### config.mk
export PLATFORM = sky130hd
export DESIGN_NAME = wf_joystick_board_slave
export DESIGN_NICKNAME = d
export VERILOG_FILES = /design/src/rtl/wf_joystick_board_slave_pkg.sv /design/src/rtl/wf_sync_edge.sv /design/src/rtl/wf_joystick_board_slave.sv
export SDC_FILE = /design/constraint.sdc
export NUM_CORES = 1
export LEC_CHECK = 0
export ABC_AREA = 1
export CAP_MARGIN = 20
export CORE_UTILIZATION = 50
export DETAILED_ROUTE_END_ITERATION = 16
export HOLD_SLACK_MARGIN = 0.15
export PLACE_DENSITY = 0.75
export SETUP_SLACK_MARGIN = 0.3
export SYNTH_ARGS = -nofsm -noshare
export SYNTH_HDL_FRONTEND = slang
export SYNTH_SLANG_ARGS = --single-unit
### constraint.sdc
create_clock -name clk -period 2 [get_ports clk]
set_input_delay 0.2 -clock clk [delete_from_list [all_inputs] [get_ports clk]]
set_output_delay 0.2 -clock clk [all_outputs]
set_load 0.01 [all_outputs]
### src/rtl/wf_joystick_board_slave_pkg.sv
// Shared constants, state encoding and column decode indices for the joystick board slave.
package wf_joystick_board_slave_pkg;

   localparam int FRAME_BITS = 24;
   localparam int CNT_W      = 5;

   localparam logic [CNT_W-1:0] CNT_FULL = CNT_W'(FRAME_BITS);
   localparam logic [CNT_W-1:0] CNT_SAT  = 5'd25;

   localparam int COL_SLIDE_RED   = 0;
   localparam int COL_SLIDE_GREEN = 1;
   localparam int COL_CIRC_RED    = 2;
   localparam int COL_CIRC_GREEN  = 3;
   localparam int COL_STAT_RED    = 4;
   localparam int COL_STAT_BLUE   = 5;

   typedef enum logic [1:0] {
      IDLE      = 2'd0,
      SHIFT     = 2'd1,
      WAIT_HIGH = 2'd2
   } state_t;

   function automatic logic is_one_hot6(input logic [5:0] v);
      return (v != 6'd0) && ((v & (v - 6'd1)) == 6'd0);
   endfunction

endpackage

### src/rtl/wf_sync_edge.sv
// N-stage synchronizer with single-cycle rise/fall pulses on the synchronized level.
module wf_sync_edge #(
   parameter int   STAGES    = 2,
   parameter logic RESET_VAL = 1'b0
) (
   input  logic clk,
   input  logic reset,
   input  logic i_d,
   output logic o_q,
   output logic o_rise,
   output logic o_fall
);

   logic [STAGES-1:0] r_chain;
   logic              r_prev;

   always_ff @(posedge clk) begin
      if (reset) begin
         r_chain <= {STAGES{RESET_VAL}};
         r_prev  <= RESET_VAL;
      end else begin
         r_chain <= {r_chain[STAGES-2:0], i_d};
         r_prev  <= r_chain[STAGES-1];
      end
   end

   assign o_q    = r_chain[STAGES-1];
   assign o_rise = o_q & ~r_prev;
   assign o_fall = ~o_q & r_prev;

endmodule

### src/rtl/wf_joystick_board_slave.sv
// Serial slave for the joystick board: returns switch/header state, commits LED and header frames.
//  state     | meaning
//  WAIT_HIGH | after reset; wait for synchronizers to flush and LOAD to be high
//  IDLE      | between frames; waiting for LOAD to fall
//  SHIFT     | frame in progress; shifting on CLK_OUT edges until LOAD rises
module wf_joystick_board_slave
   import wf_joystick_board_slave_pkg::*;
#(
   parameter int SYNC_STAGES = 2
) (
   input  logic        clk,
   input  logic        reset,
   input  logic        LOAD,
   input  logic        CLK_OUT,
   input  logic        MST_OUT_SLV_IN,
   output logic        MST_IN_SLV_OUT,
   input  logic [7:0]  slide_switches,
   input  logic [4:0]  joystick_switches,
   input  logic [7:0]  header_inputs,
   output logic [7:0]  header_outputs,
   output logic [7:0]  slide_leds_red,
   output logic [7:0]  slide_leds_green,
   output logic [11:0] circle_leds_red,
   output logic [11:0] circle_leds_green,
   output logic [3:0]  status_leds_red,
   output logic [3:0]  status_leds_blue,
   output logic        frame_done,
   output logic        frame_err
);

   localparam logic [1:0] FLUSH_INIT = 2'(SYNC_STAGES);

   logic w_load_q, w_load_rise, w_load_fall;
   logic w_clk_q, w_clk_rise, w_clk_fall;
   logic w_mosi_q, w_mosi_rise, w_mosi_fall;
   logic w_unused;

   wf_sync_edge #(.STAGES(SYNC_STAGES), .RESET_VAL(1'b1)) u_sync_load (
      .clk(clk), .reset(reset), .i_d(LOAD),
      .o_q(w_load_q), .o_rise(w_load_rise), .o_fall(w_load_fall));

   wf_sync_edge #(.STAGES(SYNC_STAGES), .RESET_VAL(1'b0)) u_sync_clk (
      .clk(clk), .reset(reset), .i_d(CLK_OUT),
      .o_q(w_clk_q), .o_rise(w_clk_rise), .o_fall(w_clk_fall));

   wf_sync_edge #(.STAGES(SYNC_STAGES), .RESET_VAL(1'b0)) u_sync_mosi (
      .clk(clk), .reset(reset), .i_d(MST_OUT_SLV_IN),
      .o_q(w_mosi_q), .o_rise(w_mosi_rise), .o_fall(w_mosi_fall));

   assign w_unused = &{1'b0, w_clk_q, w_mosi_rise, w_mosi_fall};

   state_t                r_state, w_state_nxt;
   logic [1:0]            r_flush;
   logic [FRAME_BITS-1:0] r_tx, r_rx;
   logic [CNT_W-1:0]      r_count;
   logic [7:0]            r_hdr, r_sl_red, r_sl_grn;
   logic [11:0]           r_ci_red, r_ci_grn;
   logic [3:0]            r_st_red, r_st_blu;
   logic                  r_done, r_err;
   logic                  w_start, w_rx_shift, w_tx_shift, w_commit, w_fail, w_frame_ok;
   logic [7:0]            w_lit;
   logic [5:0]            w_col;

   assign w_lit      = ~r_rx[23:16];
   assign w_col      = r_rx[13:8];
   assign w_frame_ok = (r_count == CNT_FULL) && (r_rx[15:14] == 2'b00) && is_one_hot6(w_col);

   always_ff @(posedge clk) begin
      if (reset) r_state <= WAIT_HIGH;
      else       r_state <= w_state_nxt;
   end

   // LOAD rise takes priority over any CLK_OUT edge seen in the same cycle
   always_comb begin
      w_state_nxt = r_state;
      w_start     = 1'b0;
      w_rx_shift  = 1'b0;
      w_tx_shift  = 1'b0;
      w_commit    = 1'b0;
      w_fail      = 1'b0;
      case (r_state)
         WAIT_HIGH: if (r_flush == 2'd0 && w_load_q) w_state_nxt = IDLE;
         IDLE: begin
            if (w_load_fall) begin
               w_state_nxt = SHIFT;
               w_start     = 1'b1;
            end
         end
         SHIFT: begin
            if (w_load_rise) begin
               w_state_nxt = IDLE;
               w_commit    = w_frame_ok;
               w_fail      = ~w_frame_ok;
            end else if (w_clk_rise) begin
               w_rx_shift = 1'b1;
            end else if (w_clk_fall) begin
               w_tx_shift = 1'b1;
            end
         end
         default: w_state_nxt = WAIT_HIGH;
      endcase
   end

   always_ff @(posedge clk) begin
      if (reset) begin
         r_flush  <= FLUSH_INIT;
         r_tx     <= '0;
         r_rx     <= '0;
         r_count  <= '0;
         r_hdr    <= '0;
         r_sl_red <= '0;
         r_sl_grn <= '0;
         r_ci_red <= '0;
         r_ci_grn <= '0;
         r_st_red <= '0;
         r_st_blu <= '0;
         r_done   <= 1'b0;
         r_err    <= 1'b0;
      end else begin
         r_done <= w_commit;
         r_err  <= w_fail;
         if (r_flush != 2'd0) r_flush <= r_flush - 2'd1;

         if (w_start) begin
            r_tx    <= {header_inputs, ~slide_switches, 3'b000, ~joystick_switches};
            r_rx    <= '0;
            r_count <= '0;
         end else if (w_tx_shift) begin
            r_tx <= {r_tx[FRAME_BITS-2:0], 1'b0};
         end

         if (w_rx_shift) begin
            r_rx <= {r_rx[FRAME_BITS-2:0], w_mosi_q};
            if (r_count != CNT_SAT) r_count <= r_count + 5'd1;
         end

         if (w_commit) begin
            r_hdr <= r_rx[7:0];
            if (w_col[COL_SLIDE_RED])   r_sl_red       <= w_lit;
            if (w_col[COL_SLIDE_GREEN]) r_sl_grn       <= w_lit;
            if (w_col[COL_CIRC_RED])    r_ci_red[7:0]  <= w_lit;
            if (w_col[COL_CIRC_GREEN])  r_ci_grn[7:0]  <= w_lit;
            if (w_col[COL_STAT_RED])  {r_st_red, r_ci_red[11:8]} <= w_lit;
            if (w_col[COL_STAT_BLUE]) {r_st_blu, r_ci_grn[11:8]} <= w_lit;
         end
      end
   end

   assign MST_IN_SLV_OUT    = r_tx[FRAME_BITS-1];
   assign header_outputs    = r_hdr;
   assign slide_leds_red    = r_sl_red;
   assign slide_leds_green  = r_sl_grn;
   assign circle_leds_red   = r_ci_red;
   assign circle_leds_green = r_ci_grn;
   assign status_leds_red   = r_st_red;
   assign status_leds_blue  = r_st_blu;
   assign frame_done        = r_done;
   assign frame_err         = r_err;

endmodule

==> key figures <==
Timing
  • Final WS setup: 324 ps
  • RSZ-0062 raised after global routing: no
  • Final setup violation count: 0
  • Slew @ Worst Pin: 464 ps
  • Hold Worst Slack: 200 ps
  • Fmax: 597 MHz
  • Fin Setup TNS: 0 ps
  • Slew Viols, Final: 0
  • Period utilisation layout: 83.8%
  • Crit path time final: 1680 ps
  • Max_slew headroom: 69.0%
  • Final Hold Fails: 0
  • Skew final: 6.54 ps

Clock network
  • Clk sinks: 123
  • TritonCTS Buffers: 17
  • Clock buffer depth: 2
  • Worst skew pair latency: 510 ps
  • Worst-path clk slew: 60 ps
  • Root buffer cell: clkbuf_8
  • CTS tree: yes
  • Max H-tree Level: 4

Yosys
  • Yosys reg bits: 123
  • Sequential area share after synthesis: 44.7%
  • Post-Syn Instances: 789
  • Mean Syn Cell Area: 6.97 µm²
  • Mapped Nets: 819
  • Synthesized cell area: 0.00550 mm²
  • Unique masters post-synth: 28
  • Number of synthesis warnings: 0

Power and ir drop
  • Clock share of power: 53.4%
  • Total power: 0.00588 W
  • Logic gate share of total power: 3.9%
  • Leak: 3.19 nW
  • Switch Pwr: 0.00118 W
  • Power per cell area: 812 mW/mm²
  • Sequential group share of total power: 42.6%
  • Net Sw Frac: 20.1%
  • Power Internal: 0.00470 W
  • Worst vdd ir: 0.000460 V

Setup path
  • CP arrival: 2080 ps
  • R2r startpoint: r_count[1]
  • Startpoint Class: flop
  • Worst Path Required: 2410 ps
  • Critical-path cell with the highest stage delay: dfxtp_2
  • Largest stage delay on the critical path: 340 ps
  • Cells along the critical path: inv_2, ha_4, nand2_2, nor2_4, nand3_2, nor2_4, buf_4, buf_12, nand4_1, nand2_1, nor2_1
  • Most used cell along the critical path: nor2_4
  • Setup CP Type: reg -> reg
  • Crit path from: r_count[1]
  • Critical path buffer and inverter count: 3
  • Crit. End Element: flop
  • Crit path max fanout: 14
  • Delay-heaviest family, CP: simple AND/OR/NAND/NOR gates

Min path
  • Hold wc startpoint: MST_OUT_SLV_IN
  • Worst hold path type: in -> reg

Die
  • Core area: 0.0105 mm²
  • Full die area: 0.0114 mm²
  • Row count: 37
  • Starting Density: 52.4%
  • DIE HEIGHT: 107 µm
  • Die extent in x: 107 µm
  • Io pins: 85

Layout
  • Commonest cells after routing, fill and taps aside: nand2_1, inv_1, dfxtp_1, nor2_1, clkdlybuf4s50_1
  • Most common cell after layout, fill and taps aside: nand2_1
  • Synthesis-to-finish area growth: 31.7%
  • Share of post-route cells with drive strength above 1: 10.7%
  • Ant diodes: 0
  • Final net count: 905

Global route
  • First-pass GRT wire length: 20.5 mm
  • GRT met3 Usage: 5.17%
  • Initial antenna violation count: 0
  • Overflow after GRT: 0
  • Pin count of the biggest net entering global routing: 56
  • Gr busiest metal: met2
  • GRT Util Overall: 22.6%
  • Met2 usage: 38.8%
  • Vias in the first global route: 4555
  • GR met1 Demand/Resource: 27.2%

Drt
  • Drt drc: 0
  • Post-route ant nets: 0
  • Vias per cell: 4.96
  • Iter 0 DRT Violations: 262
  • TritonRoute pass-1 iters: 5
  • Routed vias: 5069
  • WL final: 13.0 mm
  • Wire per inst: 12.7 µm

Outcome
  • Status: complete, no violations

Placement
  • Routability cong.: 0.818
  • DP HPWL: 8.16 mm
  • Number of buffers added on ports: 84
  • Worst slack, placed: 196 ps

Run
  • Max Cap Viol: 0
[timing repair]
| item | 4_1_cts | 5_1_grt |
|---|---|---|
| hold endpoints to repair | 1 | 0 |
| hold buffers | 1 | 0 |
| gates cloned | 0 | 3 |
| setup buffers | 1 | 9 |
| pin swaps | 1 | 12 |
| setup endpoints to repair | 78 | 68 |
| resized for setup | 7 | 19 |
[cells by family (layout without fill, tap and decap cells)]
kind of cell	after synthesis	in the layout	synth area share, %
simple gates	406	406	33.6
buf+inv	185	283	13.9
flops	123	123	44.7
compound gates	69	69	6.57
fa+ha+maj	4	4	0.910
xor+xnor	2	2	0.318
[power by group through the flow]
stage / clock, W / sequential (W) / combinational (W)
floorplan: 0 / 0.00256 / 0.000143
global placement: 0 / 0.00256 / 0.000216
detailed placement: 0 / 0.00256 / 0.000226
CTS: 0.00317 / 0.00251 / 0.000231
global route: 0.00331 / 0.00251 / 0.000260
finish: 0.00314 / 0.00251 / 0.000230
[per-stage QoR]
stage          cell area, µm²  std cells  util (%)
6_report                 7250       1023      69.0
5_1_grt                  7250       1023      69.0
4_1_cts                  7050       1011      67.0
3_5_place_dp             6400        978      60.9
3_3_place_gp             6400        978      60.9
2_1_floorplan            5500        789         -
[cells in the mapped netlist]
cell        n  share of area [%]
xor2_1      2               0.32
nor2_4      1               0.20
dfxtp_1   123                 45
o22ai_1     1               0.11
nor3_1      1              0.091
nor2_1     96                6.5
or2_2       6               0.68
buf_4       2               0.27
buf_6       4               0.82
buf_2      25                2.3
clkbuf_1   13               0.89
nand2_2     3               0.34
inv_1     131                8.9
a211oi_1    1               0.14
o21ai_0     3               0.27
nand4_1    48                5.5
nand2_1   233                 16
buf_1       3               0.20
nor4_1      1               0.11
a21oi_1    54                4.9
nor2_8      3                1.1
ha_1        4               0.91
nand4_4     6                2.3
inv_2       5               0.34
a31oi_1    10                1.1
clkinv_1    2               0.14
nand2_4     1               0.20
nand3_1     7               0.64
[layer usage]
layer  wire (µm)  vias to the layer above  part of all wire, %
li1            -                     2591                    -
met1        5690                     2306                   44
met2        6540                      142                   50
met3         474                       30                  3.6
met4         323                        0                  2.5
met5           0                        -                    0
[area by class of cell]
| cell class | instances | area, µm² |
|---|---|---|
| clock buffer | 23 | 467 |
| inverter | 138 | 524 |
| clock inverter | 8 | 140 |
| fill | 854 | 3260 |
| multi-input combinational | 481 | 2320 |
| sequential | 123 | 2470 |
| timing repair buffer | 114 | 1160 |
| tap | 136 | 170 |
[flip-flops by register name, indices dropped and copies added (netlist names), 2 cells and up]
name                 count
r_tx                    24
r_flush                  2
r_count                  5
u_sync_clk.r_chain       2
header_outputs           8
r_rx                    24
slide_leds_red           8
u_sync_mosi.r_chain      2
status_leds_blue         4
status_leds_red          4
circle_leds_red         12
slide_leds_green         8
u_sync_load.r_chain      2
r_state                  2
circle_leds_green       12
[tightest hold or removal path: cells and delay by family]
kind                   cells  cell delay (ps)
AND/OR/NAND/NOR            1               30
buffers and inverters      2              440
[final timing paths]
kind	to	slack (ps)	cells past startpoint
hold / removal	u_sync_mosi.r_chain[0]	200	3
hold reg to reg	u_sync_mosi.r_chain[1]	400	2
setup reg to reg	status_leds_blue[0]	320	11
setup / recovery	status_leds_blue[0]	320	11
Power figures use the tool's default switching activity.
